### src/rtl/logic_arb_pkg.sv
// Shared definitions for the two-requester logic unit arbiter: opcodes,
// FSM state encoding and default widths.
package logic_arb_pkg;

    localparam int LU_DATA_WIDTH = 32;
    localparam int LU_OP_WIDTH   = 2;

    localparam logic [1:0] LOP_AND = 2'b00;
    localparam logic [1:0] LOP_OR  = 2'b01;
    localparam logic [1:0] LOP_NOR = 2'b10;
    localparam logic [1:0] LOP_INV = 2'b11;

    typedef enum logic [1:0] {
        ST_IDLE = 2'd0,
        ST_EXEC = 2'd1,
        ST_RESP = 2'd2
    } arb_state_t;

endpackage

### src/rtl/logic_unit_32.sv
// Combinational 32-bit bitwise unit: AND / OR / NOR / INV cells feeding a
// 4:1 opcode select. No carry or overflow; INV uses operand A only.
module logic_unit_32
    import logic_arb_pkg::*;
(
    input  logic [1:0]  op,
    input  logic [31:0] a,
    input  logic [31:0] b,
    output logic [31:0] y
);

    logic [31:0] and_y;
    logic [31:0] or_y;
    logic [31:0] nor_y;
    logic [31:0] inv_y;

    assign and_y = a & b;
    assign or_y  = a | b;
    assign nor_y = ~(a | b);
    assign inv_y = ~a;

    always_comb begin
        y = and_y;
        case (op)
            LOP_AND: y = and_y;
            LOP_OR:  y = or_y;
            LOP_NOR: y = nor_y;
            LOP_INV: y = inv_y;
            default: y = and_y;
        endcase
    end

endmodule

### src/rtl/logic_unit_arbiter.sv
// Round-robin arbiter sharing one logic unit between two requesters, with a
// registered, ID-tagged response. Define LOGIC_ARB_ZERO_FLAG_EN to add rsp_zero.
module logic_unit_arbiter
    import logic_arb_pkg::*;
#(
    parameter int DATA_WIDTH = LU_DATA_WIDTH,
    parameter int OP_WIDTH   = LU_OP_WIDTH
) (
    input  logic                  CLK,
    input  logic                  RST,
    input  logic                  req0_valid,
    output logic                  req0_ready,
    input  logic [OP_WIDTH-1:0]   req0_op,
    input  logic [DATA_WIDTH-1:0] req0_a,
    input  logic [DATA_WIDTH-1:0] req0_b,
    input  logic                  req1_valid,
    output logic                  req1_ready,
    input  logic [OP_WIDTH-1:0]   req1_op,
    input  logic [DATA_WIDTH-1:0] req1_a,
    input  logic [DATA_WIDTH-1:0] req1_b,
    output logic                  rsp_valid,
    input  logic                  rsp_ready,
    output logic                  rsp_id,
    output logic [DATA_WIDTH-1:0] rsp_data
`ifdef LOGIC_ARB_ZERO_FLAG_EN
    ,
    output logic                  rsp_zero
`endif
);

    arb_state_t state;
    arb_state_t state_next;

    logic rr_last;
    logic grant_any;
    logic grant_id;
    logic accept;

    logic [OP_WIDTH-1:0]   op_p0;
    logic [DATA_WIDTH-1:0] a_p0;
    logic [DATA_WIDTH-1:0] b_p0;
    logic                  id_p0;
    logic [DATA_WIDTH-1:0] lu_y;

    // On a tie the requester that did not win last time is served.
    assign grant_any = req0_valid | req1_valid;
    assign grant_id  = (req0_valid & req1_valid) ? ~rr_last : req1_valid;
    assign accept    = (state == ST_IDLE) & grant_any;

    always_ff @(posedge CLK) begin
        if (!RST) begin
            state <= ST_IDLE;
        end else begin
            state <= state_next;
        end
    end

    always_comb begin
        state_next = state;
        case (state)
            ST_IDLE: if (grant_any) state_next = ST_EXEC;
            ST_EXEC: state_next = ST_RESP;
            ST_RESP: if (rsp_ready) state_next = ST_IDLE;
            default: state_next = ST_IDLE;
        endcase
    end

    always_comb begin
        req0_ready = 1'b0;
        req1_ready = 1'b0;
        if (accept) begin
            req0_ready = ~grant_id;
            req1_ready = grant_id;
        end
    end

    logic_unit_32 u_lu (
        .op (op_p0),
        .a  (a_p0),
        .b  (b_p0),
        .y  (lu_y)
    );

    // Grant stage: capture the winner's operation
    always_ff @(posedge CLK) begin
        if (!RST) begin
            rr_last <= 1'b1;
            op_p0   <= '0;
            a_p0    <= '0;
            b_p0    <= '0;
            id_p0   <= 1'b0;
        end else if (accept) begin
            rr_last <= grant_id;
            id_p0   <= grant_id;
            op_p0   <= grant_id ? req1_op : req0_op;
            a_p0    <= grant_id ? req1_a  : req0_a;
            b_p0    <= grant_id ? req1_b  : req0_b;
        end
    end

    // Execute stage: register the result and hold it until consumed
    always_ff @(posedge CLK) begin
        if (!RST) begin
            rsp_valid <= 1'b0;
            rsp_id    <= 1'b0;
            rsp_data  <= '0;
        end else if (state == ST_EXEC) begin
            rsp_valid <= 1'b1;
            rsp_id    <= id_p0;
            rsp_data  <= lu_y;
        end else if (state == ST_RESP && rsp_ready) begin
            rsp_valid <= 1'b0;
        end
    end

`ifdef LOGIC_ARB_ZERO_FLAG_EN
    always_ff @(posedge CLK) begin
        if (!RST) begin
            rsp_zero <= 1'b0;
        end else if (state == ST_EXEC) begin
            rsp_zero <= (lu_y == '0);
        end
    end
`endif

endmodule

### config.mk
export PLATFORM = sky130hd
export DESIGN_NAME = logic_unit_arbiter
export DESIGN_NICKNAME = d
export VERILOG_FILES = /design/src/rtl/logic_arb_pkg.sv /design/src/rtl/logic_unit_32.sv /design/src/rtl/logic_unit_arbiter.sv
export SDC_FILE = /design/constraint.sdc
export NUM_CORES = 1
export LEC_CHECK = 0
export ABC_AREA = 1
export BUFFER_PORTS_ARGS = -buffer_cell sky130_fd_sc_hd__clkbuf_2
export CAP_MARGIN = 20
export CELL_PAD_IN_SITES_DETAIL_PLACEMENT = 1
export CELL_PAD_IN_SITES_GLOBAL_PLACEMENT = 1
export CORE_AREA = 10 10 159 146
export CTS_CLUSTER_SIZE = 14
export DETAILED_ROUTE_END_ITERATION = 16
export DIE_AREA = 0 0 169 156
export GPL_TIMING_DRIVEN = 0
export HOLD_SLACK_MARGIN = 0.12
export PLACE_DENSITY = 0.76
export SYNTH_ARGS = -nofsm -noshare
export SYNTH_HDL_FRONTEND = slang
export SYNTH_HIERARCHICAL = 1
export SYNTH_SLANG_ARGS = --single-unit
### constraint.sdc
create_clock -name CLK -period 2.2 [get_ports CLK]
set_clock_uncertainty 0.05 [all_clocks]
set_input_delay 0.22 -clock CLK [delete_from_list [all_inputs] [get_ports CLK]]
set_output_delay 0.22 -clock CLK [all_outputs]
set_load 0.005 [all_outputs]
---- After elaboration in Yosys (flattened, before gate mapping) ----
Cells that the tools add are included.
Widths: inputs -> output; s select.
storage, ports and cells
  bits of input ports ..................... 137
  register bits ........................... 104
  output and inout port bits .............. 36
  logic and storage cells ................. 42
operators by class
  reductions and logical operators ........ 5
  equal/unequal tests ..................... 7
  mux-type cells .......................... 12
  bitwise operators ....................... 9
operator list
  kind                count
  $pmux 32 s4         1
  $mux 32             2
  $not 32->32         2
  $and 32x32->32      1
  $or 32x32->32       1
  $eq 2x2->1 const B  3
  $mux 2              3
  $pmux 2 s3          1
  $mux 1              5
  $eq 2x1->1 const B  2
  $logic_not 2->1     2
  $ne 2x2->1 const B  2
  $and 1x1->1         2
  $not 1->1           2
  $reduce_and 2->1    1
  $reduce_bool 2->1   1
  $logic_and 1x1->1   1
  $or 1x1->1          1

---- Depth between registers and ports, before layout ----
Gate-level depths: netlist (run 1).
  word-level depth ........................ 4
  mapped depth ............................ 9
  mapped depth without buffers ............ 8

---- By module ----
The synthesis (run 1) kept the hierarchy.
modules (own cells, without submodules)
  module              area each (µm²)  sequential area each (µm²)  instances  cells an instance
  logic_unit_arbiter  4505.6           2082.0                      1          674
  logic_unit_32       1377.6           0.0                         1          334

---- Worst setup path after synthesis (run 1) ----
OpenSTA, ideal clock, no wires.
  path type ............................... flip-flop to output port
  from .................................... register rr_last
  to ...................................... output port req1_ready
  cell stages (with the launch flop) ...... 8
  setup slack ............................. 0.935 ns
  path buffers ............................ 2
  data required time ...................... 1.930 ns
  data arrival time ....................... 0.995 ns
  cell sequence ........................... dfxtp_1 -> nand2_1 -> nand2_1 -> buf_4 -> buf_2 -> inv_1 -> nand2_1 -> inv_1
on the way
  word-level cells in the longest chain between the ends .. 3
ends and longest elaborated chain
  item                    line                      RTL
  from (decl)             logic_unit_arbiter.sv:34  logic rr_last;
  from (signal assigned)  logic_unit_arbiter.sv:93  rr_last <= grant_id;
  $not 1->1               logic_unit_arbiter.sv:47  assign grant_id = (req0_valid & req1_valid) ? ~rr_last : req1_valid;
  $mux 1                  logic_unit_arbiter.sv:47
  $mux 1                  logic_unit_arbiter.sv:71  if (accept) begin
  to (decl)               logic_unit_arbiter.sv:17  output logic req1_ready,
No other way between the ends.

---- Final worst setup path (run 1) ----
Same ends and word-level chain as after synthesis.

==> flow_metrics.tcl, run 1 <==
set metrics [dict create \
    cap_violations 0 \
    grt_pass1_wl_um 36000 \
    final_cell_mix "442 x nand2_1, 174 x clkbuf_2, 104 x dfxtp_1, 99 x inv_1" \
    avgRoutedWirePerCell_um 15.8 \
    setup_tns_ps 0 \
    critPathCaptureType "primary output" \
    period_share_pct 88.1 \
    critPathMaxFanout 19 \
    syn_nets 1145 \
    ys_types 18 \
    avgViaCountPerCell 4.64 \
    outcome "finished clean" \
    crit_required_ps 1930 \
    setup_violations 0 \
    path_clk_slew_ps 70 \
    cts_tree "done" \
    final_net_count 1327 \
    dp_hpwl_um 17700 \
    seq_area_frac_synth_pct 35.4 \
    vias 6733 \
    worstSetupPathType "register to primary output" \
    finalHoldViolCount 0 \
    clkLatencyLatePin_ps 350 \
    cpPeakStageDelay_ps 330 \
    relSlewSlack_pct 57.3 \
    drive_gt1_share_pct 21.3 \
    holdWs_ps 134 \
    ir_drop_uv 337 \
    grt_max_degree 17 \
    placementRows 49 \
    cts_sinks 104 \
    finalWeightedCongestion 0.786 \
    worst_path_most_repeated_cell "nand2_1" \
    power_leakage_uw 0.00399 \
    die_h_um 156 \
    ios 173 \
    final_max_slew_viol_count 0 \
    syn-instance-count 1008 \
    start_util_pct 29.7 \
    fillers 2755 \
    first_global_vias 7029 \
    dieArea_um2 26400 \
    tightest_slew_ps 641 \
    cts.path.max_buffers 2 \
    synth.avg_cell_area_um2 5.84 \
    root_buffer "clkbuf_16" \
    cts-resized-gates 0 \
    start_kind "register" \
    final_common_cell "nand2_1" \
    numCtsBuffers 9 \
    reg2reg_slack_ps 540 \
    fp.coreArea_um2 19800 \
    antenna_found_initial 2 \
    finalCriticalPeriod_ps 1940 \
    die_width_um 169 \
    cp.arrival_ps 1670 \
    drtAntennaViolNets 0 \
    syn2layout_area_growth_pct 24.9 \
    yosys_warnings 6 \
    overflow 0 \
    p_per_area_nw_per_um2 721 \
    cts_setup_buffers 0 \
    ys_seq_elements 104 \
    first_pass_iters 4 \
    path_cells "nand2_1 -> nand2_1 -> buf_4 -> inv_1 -> nand2_1 -> inv_1 -> clkbuf_2" \
    synth_area_um2 5880 \
    hp-class "input port to register" \
    wirelength_um 22900 \
    max_freq_ghz 0.516 \
    drt_iter0_drc 311 \
    slowest_stage "dfxtp_1" \
    drc 0 \
    cts_max_level 3 \
    track_usage_pct 16.9 \
    rsz0062_at_grt "no" \
    io_buffers 171 \
]
## routing by layer
| layer | vias to the layer above | GRT usage, % | part of all wire [%] |
|---|---|---|---|
| met4 | 0 | 2.83 | 0.89 |
| li1 | 3450 | - | - |
| met2 | 140 | 29.4 | 48 |
| met5 | - | 0 | 0 |
| met1 | 3130 | 20.2 | 44 |
| met3 | 13 | 5.37 | 6.6 |
## repair_timing
action	in CTS	in global routing
hold buffers	1	0
hold endpoints to repair	2	0
endpoints found under the setup margin	0	2
## flip-flops by register name, indices dropped and copies added, names as in the netlist
name and cells:
state 2, a_p0 32, rsp_id 1, rsp_data 32, rsp_valid 1, id_p0 1, rr_last 1, b_p0 32
op_p0 2
## critical path, delay by kind of cell, from the launching register on
family	cells	cell delay (ps)
buf+inv	4	590
simple gates	3	390
flops	1	330
## logic make-up (layout without fill, tap and decap cells)
kind of cell	Yosys count	count (layout)	synth area share [%]
AOI/OAI and AO/OA	135	135	11.5
DFF	104	104	35.4
and+or+nand+nor	601	601	40.7
buffers and inverters	168	355	12.3
other	0	1	0
## Yosys cell counts, drive strengths merged
| cell | number | area share, % |
|---|---|---|
| nand2 | 462 | 30 |
| dfxtp | 104 | 35 |
| inv | 104 | 6.6 |
| nor2 | 70 | 4.5 |
| a21oi | 69 | 5.9 |
| nand3 | 68 | 5.8 |
| o21ai | 66 | 5.7 |
| buf | 40 | 4.1 |
| clkbuf | 24 | 1.6 |
| nand3b | 1 | 0.13 |
## path summary, 6_finish.rpt
| kind | endpoint | depth (start not counted) | start |
|---|---|---|---|
| hold reg to reg | id_p0 | 2 | id_p0 |
| setup / recovery | req1_ready | 7 | rr_last |
| setup reg to reg | b_p0[24] | 8 | rr_last |
| hold / removal | b_p0[10] | 5 | req0_b[10] |
## cell type report
cell class / count / area, µm² / share of cell area, %
Inverter: 104 / 390 / 5.31
Tap cell: 255 / 319 / 4.34
Clock buffer: 12 / 256 / 3.49
Buffer: 63 / 329 / 4.48
Antenna cell: 1 / 2.50 / 0.0340
Multi-Input combinational cell: 736 / 3080 / 41.9
Clock inverter: 4 / 28.8 / 0.391
Sequential cell: 104 / 2080 / 28.3
Timing Repair Buffer: 172 / 866 / 11.8
## power by group
| part | internal, µW | total, µW | switching, µW |
|---|---|---|---|
| Sequential | 2070 | 2220 | 144 |
| Clock | 832 | 1590 | 759 |
| Combinational | 555 | 1500 | 942 |
| Total | 3460 | 5300 | 1840 |
## stage by stage
stage	power [µW]	setup slack [ps]	util, %	area (µm²)	instances
final	5300	262	37.1	7350	1451
after global routing	5670	128	37.1	7350	1450
after CTS	5370	68.0	37.1	7350	1451
after detailed placement	3770	460	35.6	7060	1434
after global placement	3720	448	35.6	7060	1434
after floorplan	3180	935	-	5880	1008
No activity file was read; power rests on OpenSTA's default activity.
==> run 2, diff against run 1 <==
Settings changed: RECOVER_POWER set to 50.
==> flow_metrics.tcl, run 2 (synthesized netlist as in run 1, its figures left out) <==
set metrics [dict create \
    start_util_pct 29.7 \
    final_max_slew_viol_count 0 \
    finalCriticalPeriod_ps 1950 \
    outcome "finished clean" \
    dieArea_um2 26400 \
    drc 0 \
    worst_r2r_endpoint "rsp_data[12]" \
    first_global_vias 7029 \
    final_common_cell "nand2_1" \
    start_kind "register" \
    avgViaCountPerCell 4.62 \
    power_leakage_uw 0.00387 \
    worst_path_most_repeated_cell "nor2_1" \
    avgRoutedWirePerCell_um 15.8 \
    ir_drop_uv 336 \
    r2r-start "state[0]" \
    fp.coreArea_um2 19800 \
    die_h_um 156 \
    finalHoldViolCount 0 \
    io_buffers 171 \
    stdcell_area_um2 7300 \
    numCtsBuffers 9 \
    top_regs "a_p0: 32 flops, b_p0: 32 flops, rsp_data: 32 flops" \
    hp-class "input port to register" \
    wirelength_um 22900 \
    drt_iter0_drc 254 \
    syn2layout_area_growth_pct 24.1 \
    critPathMaxFanout 10 \
    crit_required_ps 1930 \
    critPathCaptureType "primary output" \
    path_clk_slew_ps 70 \
    reg2reg_slack_ps 300 \
    setup_tns_ps 0 \
    final_cell_mix "442 x nand2_1, 140 x clkbuf_2, 104 x dfxtp_1, 100 x inv_1, 70 x nor2_1" \
    cts_sinks 104 \
    cts_max_level 3 \
    path_cells "nor2_1 -> o21ai_2 -> clkbuf_1 -> nor2_1 -> clkbuf_2" \
    period_share_pct 88.7 \
    grt_max_degree 17 \
    relSlewSlack_pct 56.4 \
    path_buf_inv 2 \
    cpPeakStageDelay_ps 440 \
    cts_setup_buffers 0 \
    antenna_found_initial 2 \
    place_area_um2 7060 \
    r2r_cells 6 \
    rsz0062_at_grt "no" \
    grt_pass1_wl_um 36000 \
    cts.path.max_buffers 2 \
    critPathTopFamily "buffers and inverters" \
    dp_hpwl_um 17700 \
    vias 6704 \
    whs_endpoint "b_p0[10]" \
    die_width_um 169 \
    cts_tree "done" \
    drive_gt1_share_pct 18.1 \
    setup_violations 0 \
    finalWeightedCongestion 0.786 \
    max_freq_ghz 0.512 \
    track_usage_pct 16.9 \
    hold_path.startpoint "req0_b[10]" \
    placementRows 49 \
    ios 173 \
    root_buffer "clkbuf_16" \
    cap_violations 0 \
    slowest_stage "clkbuf_1" \
    final_net_count 1327 \
    first_pass_iters 5 \
    cp.arrival_ps 1680 \
    overflow 0 \
    fillers 2764 \
    clkLatencyLatePin_ps 350 \
    tightest_slew_ps 654 \
    p_per_area_nw_per_um2 723 \
    whs_path_depth 5 \
    drtAntennaViolNets 0 \
    worstSetupPathType "register to primary output" \
]
## run 2: tightest hold or removal path, stage by stage
cell and delay, ps:
clkbuf_2 80, nand2_1 50, nand2_1 50, nand2_1 50
a21oi_1 50
## run 2: final cells by class
cell class              instances  area, µm²  area share, %
clock buffers                  12        256           3.51
repair buffers                172        823           11.3
multi-input cells             736       3070           42.1
flip-flops and latches        104       2080           28.5
clock inverters                 4       28.8          0.394
inverters                     104        390           5.35
plain buffers                  63        323           4.42
diodes                          1       2.50         0.0343
well taps                     255        319           4.37
## run 2: repair_timing
| item | 4_1_cts | 5_1_grt |
|---|---|---|
| hold endpoints to repair | 2 | 0 |
| endpoints found under the setup margin | 0 | 2 |
| hold buffers | 1 | 0 |
| resized for setup | 0 | 0 |
## run 2: through the flow
| stage | power [µW] | cells | setup slack [ps] | util, % | hold WS, ps |
|---|---|---|---|---|---|
| final | 5280 | 1451 | 248 | 36.9 | 136 |
| after detailed placement | 3770 | 1434 | 460 | 35.6 | 407 |
| after floorplan | 3180 | 1008 | 935 | - | 306 |
| after global routing | 5650 | 1450 | 92.9 | 36.8 | 145 |
| after global placement | 3720 | 1434 | 448 | 35.6 | 395 |
| after CTS | 5370 | 1451 | 68.0 | 37.1 | 128 |
## run 2: worst max path at each step
stage,start,end,cells past startpoint
finish,state[1],req0_ready,5
CTS,rr_last,req0_ready,7
global route,state[0],rsp_data[12],6
floorplan,rr_last,req1_ready,7
global placement,req0_valid,req0_ready,8
detailed placement,req0_valid,req0_ready,8
## run 2: routing by layer
metal	global-route usage, %	up-vias	share of wire [%]
li1	-	3446	-
met1	20.2	3115	44
met2	29.4	137	49
met3	5.37	6	6.6
met4	2.83	0	0.56
met5	0	-	0
## run 2: power breakdown
part | leakage [µW] | internal [µW] | switching, µW
registers | 0.000856 | 2070 | 143
logic | 0.00287 | 535 | 943
clock network | 0.000135 | 832 | 754
total | 0.00387 | 3440 | 1840
